--- config.mk ---
export PLATFORM = sky130hd
export DESIGN_NAME = pll_lock_supervisor
export DESIGN_NICKNAME = d
export VERILOG_FILES = /design/src/rtl/pll_supervisor_pkg.sv /design/src/rtl/sync_2ff.sv /design/src/rtl/pll_lock_supervisor.sv
export SDC_FILE = /design/constraint.sdc
export NUM_CORES = 1
export LEC_CHECK = 0
export BUFFER_PORTS_ARGS = -buffer_cell sky130_fd_sc_hd__buf_2
export CAP_MARGIN = 20
export CELL_PAD_IN_SITES_DETAIL_PLACEMENT = 1
export CELL_PAD_IN_SITES_GLOBAL_PLACEMENT = 1
export CORE_ASPECT_RATIO = 1.5
export CORE_MARGIN = 10
export CORE_UTILIZATION = 45
export CTS_BUF_LIST = sky130_fd_sc_hd__clkbuf_8
export DETAILED_ROUTE_END_ITERATION = 12
export PLACE_DENSITY = 0.87
export SLEW_MARGIN = 20
export SYNTH_ARGS = -nofsm -noshare
export SYNTH_HDL_FRONTEND = slang
export SYNTH_SLANG_ARGS = --single-unit
--- constraint.sdc ---
create_clock -name clk -period 2.4 [get_ports clk]
set_input_delay 0 -clock clk [delete_from_list [all_inputs] [get_ports clk]]
set_output_delay 0 -clock clk [all_outputs]
set_load 0.02 [all_outputs]
--- src/rtl/pll_supervisor_pkg.sv ---
// Shared types for the PLL lock supervisor: sequencing states and the
// helper that sizes the single shared cycle counter.
package pll_supervisor_pkg;

  typedef enum logic [2:0] {
    PLL_RST,
    WAIT_LOCK,
    STABLE,
    RELEASE,
    RUN,
    FAIL
  } state_e;

  function automatic int clog2_max(input int a, input int b, input int c, input int d);
    int m;
    m = a;
    if (b > m) m = b;
    if (c > m) m = c;
    if (d > m) m = d;
    return $clog2(m);
  endfunction

endpackage

--- src/rtl/sync_2ff.sv ---
// Two-flop synchroniser for signals asynchronous to clk; 2-cycle latency,
// synchronous active-high reset clears both stages to 0.
module sync_2ff #(
  parameter int WIDTH = 1
) (
  input  logic             clk,
  input  logic             rst,
  input  logic [WIDTH-1:0] i_d,
  output logic [WIDTH-1:0] o_q
);

  logic [WIDTH-1:0] r_meta;
  logic [WIDTH-1:0] r_sync;

  always_ff @(posedge clk) begin
    if (rst) begin
      r_meta <= '0;
      r_sync <= '0;
    end else begin
      r_meta <= i_d;
      r_sync <= r_meta;
    end
  end

  assign o_q = r_sync;

endmodule

--- src/rtl/pll_lock_supervisor.sv ---
// Sequences PLL reset, lock acquisition (timeout + bounded retries, stability window)
// and staggered release of N_OUT domain resets; all outputs registered off next state.
module pll_lock_supervisor
  import pll_supervisor_pkg::*;
#(
  parameter int N_OUT               = 3,
  parameter int PLL_RST_CYCLES      = 16,
  parameter int LOCK_TIMEOUT_CYCLES = 50000,
  parameter int LOCK_STABLE_CYCLES  = 1024,
  parameter int RST_STAGGER_CYCLES  = 8,
  parameter int MAX_RETRIES         = 3
) (
  input  logic                              clk,
  input  logic                              rst,
  input  logic                              pll_lock,
  output logic                              pll_rst,
  output logic [N_OUT-1:0]                  out_rst,
  output logic                              ready,
  output logic                              fail,
  output logic [$clog2(MAX_RETRIES+2)-1:0]  retry_count,
  output logic [7:0]                        lost_lock_cnt
);

  localparam int RW = $clog2(MAX_RETRIES + 2);
  localparam int CW = clog2_max(PLL_RST_CYCLES, LOCK_TIMEOUT_CYCLES,
                                LOCK_STABLE_CYCLES, RST_STAGGER_CYCLES) + 1;

  localparam logic [CW-1:0] C_RST_LAST     = CW'(PLL_RST_CYCLES - 1);
  localparam logic [CW-1:0] C_TIMEOUT_LAST = CW'(LOCK_TIMEOUT_CYCLES - 1);
  localparam logic [CW-1:0] C_STABLE_LAST  = CW'(LOCK_STABLE_CYCLES - 1);
  localparam logic [CW-1:0] C_STAGGER_LAST = CW'(RST_STAGGER_CYCLES - 1);
  localparam logic [RW-1:0] C_MAX_RETRY    = RW'(MAX_RETRIES);

  logic             w_lock_s;
  state_e           r_state,   w_state_nxt;
  logic [CW-1:0]    r_cnt,     w_cnt_nxt;
  logic [N_OUT-1:0] r_out_rst, w_out_rst_nxt;
  logic [RW-1:0]    r_retry,   w_retry_nxt;
  logic [7:0]       r_lost,    w_lost_nxt;
  logic             r_pll_rst;
  logic             r_ready;
  logic             r_fail;

  sync_2ff #(.WIDTH(1)) u_lock_sync (
    .clk (clk),
    .rst (rst),
    .i_d (pll_lock),
    .o_q (w_lock_s)
  );

  always_ff @(posedge clk) begin
    if (rst) begin
      r_state <= PLL_RST;
      r_cnt   <= '0;
    end else begin
      r_state <= w_state_nxt;
      r_cnt   <= w_cnt_nxt;
    end
  end

  always_comb begin
    w_state_nxt   = r_state;
    w_cnt_nxt     = r_cnt + 1'b1;
    w_out_rst_nxt = r_out_rst;
    w_retry_nxt   = r_retry;
    w_lost_nxt    = r_lost;

    unique case (r_state)
      PLL_RST: begin
        if (r_cnt == C_RST_LAST) w_state_nxt = WAIT_LOCK;
      end
      WAIT_LOCK: begin
        if (w_lock_s) begin
          w_state_nxt = STABLE;
        end else if (r_cnt == C_TIMEOUT_LAST) begin
          if (r_retry == C_MAX_RETRY) begin
            w_state_nxt = FAIL;
          end else begin
            w_retry_nxt = r_retry + 1'b1;
            w_state_nxt = PLL_RST;
          end
        end
      end
      STABLE: begin
        // A lock glitch restarts the wait without costing a retry.
        if (!w_lock_s) begin
          w_state_nxt = WAIT_LOCK;
        end else if (r_cnt == C_STABLE_LAST) begin
          w_state_nxt   = RELEASE;
          w_out_rst_nxt = r_out_rst << 1;
        end
      end
      RELEASE: begin
        if (!w_lock_s) begin
          w_state_nxt   = PLL_RST;
          w_out_rst_nxt = '1;
          if (r_lost != 8'hFF) w_lost_nxt = r_lost + 1'b1;
        end else if (r_out_rst == '0) begin
          w_state_nxt = RUN;
        end else if (r_cnt == C_STAGGER_LAST) begin
          // Shifting in zeros releases domains in index order, never re-asserting one.
          w_out_rst_nxt = r_out_rst << 1;
          w_cnt_nxt     = '0;
        end
      end
      RUN: begin
        w_cnt_nxt = r_cnt;
        if (!w_lock_s) begin
          w_state_nxt   = PLL_RST;
          w_out_rst_nxt = '1;
          if (r_lost != 8'hFF) w_lost_nxt = r_lost + 1'b1;
        end
      end
      FAIL: begin
        w_cnt_nxt     = r_cnt;
        w_out_rst_nxt = '1;
      end
      default: begin
        w_state_nxt   = PLL_RST;
        w_out_rst_nxt = '1;
      end
    endcase

    if (w_state_nxt != r_state) w_cnt_nxt = '0;
    if (w_state_nxt == RUN)     w_retry_nxt = '0;
  end

  always_ff @(posedge clk) begin
    if (rst) begin
      r_out_rst <= '1;
      r_retry   <= '0;
      r_lost    <= '0;
      r_pll_rst <= 1'b1;
      r_ready   <= 1'b0;
      r_fail    <= 1'b0;
    end else begin
      r_out_rst <= w_out_rst_nxt;
      r_retry   <= w_retry_nxt;
      r_lost    <= w_lost_nxt;
      r_pll_rst <= (w_state_nxt == PLL_RST) || (w_state_nxt == FAIL);
      r_ready   <= (w_state_nxt == RUN);
      r_fail    <= (w_state_nxt == FAIL);
    end
  end

  assign pll_rst       = r_pll_rst;
  assign out_rst       = r_out_rst;
  assign ready         = r_ready;
  assign fail          = r_fail;
  assign retry_count   = r_retry;
  assign lost_lock_cnt = r_lost;

endmodule
==> impl_results.md <==
- Slew Viols, Final: 0
- Worst setup margin: approximately 150 ps
- GRT Resource Usage Total: 13.7%
- Yosys top cell area share: between 30% and 40%
- Vias per cell: about 5.5
- Total setup buffers inserted after CTS: 0
- Critical hold path startpoint: rst
- Most frequent cells in the layout: 39 x dfxtp_1, 34 x nor2_1, 19 x buf_2
- # port buffers: 19
- Distinct cells, synth: 55
- Clk_skew: approximately 9 ps
- Worst-Skew Late Latency: approximately 300 ps
- #FFs+latches synth: 39
- WHS Path Cells: 3
- RSZ-0062 raised after global routing: no
- Initial antenna violation count: 0
- CTS Sinks: 39
- Number of global-route vias before repair: roughly 1900
- Chip width: 76.0 microns
- Hold Fails Final Rpt: 0
- Post-synth EDFFs: 0
- Routed WL: between 5 and 6 mm
- Fin crit period: about 2300 ps
- Ant diodes: 0
- Core area: between 4000 and 5000 sq um
- Max Cap Violations: 0
- Final ANT Viol Nets: 0
- Commonest non-fill, non-tap cell in the layout: dfxtp_1
- WP data arrival: about 2400 ps
- Initial core utilization: between 40% and 50%
- CP Class: flip-flop to flip-flop
- PD cells: between 400 and 500 nW/um^2
- HPWL after detailed placement: roughly 4.1 mm
- Final nets: roughly 270
- Crit path max fanout: 9
- Register area share after synthesis: 36.8%
- Chip height: approximately 100 microns
- Power consumption: about 1.2 mW
- Final period utilization: a little over nine tenths
- DIE AREA: 7910 sq um
- Cts bufs inserted: 5
- Synthesized Nets: 240
- Syn. warnings: 0
- CTS tree: built
- Req. time, crit path: around 2600 ps
- Largest cells by area after synthesis: dfxtp_1 37%, nor2_1 6.0%, xnor2_1 5.4%
- Max IR drop VDD: 0.356 mV
- Critical Path Source: r_cnt[0]
- Mapped Area: between 2000 and 2500 sq um
- Drt wl/cell: about 16 microns
- H-tree depth: 2
- Synth-to-layout area growth: 12.5%
- Reg clk slew, reported paths: about 90 ps
- Post-Place Cell Area: around 2300 sq um
- Status: finished, final reports clean
- Post-synth ARST share: 0%
- Fin Setup TNS: 0 ps
- Crit Reg-Reg Endpoint: r_cnt[9]
- Synth area leader: dfxtp_1
- Crit Reg-Reg Startpoint: r_cnt[0]
- Slew @ Worst Pin: around 470 ps
- Highest clock rate: 444 MHz
- Most used DFF post-synth: dfxtp_1
- Rows: 30
- CP endpoint: r_cnt[9]
- GP Congestion: 0.828
- LEAKAGE: between 0.8 and 0.9 nW
- Largest net degree at the start of global routing: 21
- Slew margin rel.: 68.7%
- DP Worst Slack: between 150 and 200 ps
- Design area: between 2000 and 2500 sq um
- Reg2Reg Setup Slack: about 150 ps
- 1st-iter DRT viols: 64
- Layout cell share with drive strength beyond 1: between 20% and 30%
- DRC: 0
- Root Buffer: clkbuf_8
- Routed vias: 1787
- Io pins: 20
- Post-synthesis area per instance: 9.10 sq um
- First-pass GRT wire length: 9.05 mm
- CP startpoint kind: flip-flop
- Mapped Cells: between 200 and 250
- Finish-stage setup viols: 0
- CTS max path bufs: 2
- Post_cts resized: 0
- Worst setup EP type: flip-flop
- Remaining Overflow, GRT: 0
- Pre-Repair DR Iteration Count: 4
- Cells on worst reg2reg path: 6
- Number of filler cells placed in the layout: approximately 550
- Hold WC Path Type: primary input to flip-flop
critical path: stages, from the launching register on:
cell and delay (ps):
dfxtp_1 370, ha_1 230, nand4bb_1 190, or3_4 460, o31ai_4 270, a311o_1 490
nor3_1 110
timing repair:
action	in CTS	in global routing
hold endpoints to repair	1	0
setup endpoints to repair	0	0
hold buffers	1	0
synthesized netlist by cell type (3+ instances only):
| master | count |
|---|---|
| mux2i_1 | 4 |
| nand2_1 | 17 |
| nor2_1 | 34 |
| and4_1 | 4 |
| buf_6 | 4 |
| a21oi_1 | 4 |
| ha_1 | 4 |
| inv_1 | 4 |
| or3_1 | 3 |
| xnor2_1 | 13 |
| xor2_1 | 10 |
| nand3_1 | 7 |
| dfxtp_1 | 39 |
| a211oi_1 | 5 |
| and3_1 | 6 |
| and2_1 | 3 |
| nor3_1 | 13 |
| nor2b_1 | 4 |
| nand4_1 | 11 |
cells by family (layout without fill, tap and decap cells):
group / count (synthesis) / after routing / share of synthesized area (%)
AND/OR/NAND/NOR: 122 / 122 / 32.6
flip-flops: 39 / 39 / 36.8
AO/OA/AOI/OAI: 26 / 26 / 11.7
XOR/XNOR: 23 / 23 / 9.50
buffers and inverters: 14 / 41 / 4.31
multiplexers: 5 / 5 / 2.60
adder cells (fa/ha/maj): 4 / 4 / 2.36
power by group:
group	total, mW	switching (mW)	internal, mW
logic	0.0420	0.0248	0.0172
clock network	0.461	0.253	0.208
registers	0.658	0.00506	0.653
total	1.16	0.283	0.878
flip-flops by register name, summed over array words and instances, names as in the netlist:
name                cells
r_cnt                  17
lost_lock_cnt           8
out_rst                 3
r_state                 3
retry_count             3
fail                    1
pll_rst                 1
ready                   1
u_lock_sync.o_q         1
u_lock_sync.r_meta      1
cell type report:
class | instances | area, sq um | area share, %
Clock buffer | 5 | 68.8 | 2.89
Clock inverter | 3 | 23.8 | 0.997
Inverter | 5 | 18.8 | 0.787
Multi-Input combinational cell | 180 | 1250 | 52.3
Sequential cell | 39 | 781 | 32.7
Tap cell | 64 | 80.1 | 3.36
Timing Repair Buffer | 28 | 165 | 6.93
how the worst min path moves through the flow:
stage | endpoint | slack [ps]
4_1_cts | lost_lock_cnt[7] | 130
3_5_place_dp | u_lock_sync.r_meta | 220
3_3_place_gp | u_lock_sync.r_meta | 210
5_1_grt | lost_lock_cnt[6] | 150
2_1_floorplan | u_lock_sync.r_meta | 130
6_report | lost_lock_cnt[7] | 130
through the flow:
stage	instances	util [%]	hold WS [ps]
finish	324	52.5	130
global route	324	52.5	149
CTS	324	52.5	130
detailed placement	315	50.2	222
global placement	315	50.2	212
floorplan	233	-	128
routing by layer:
layer	share of wire [%]	GRT usage, %
met2	56	26.9
met3	2.3	2.94
met4	2.4	5.57
met5	0	0
met1	39	12.9
Power figures use the tool's default switching activity.
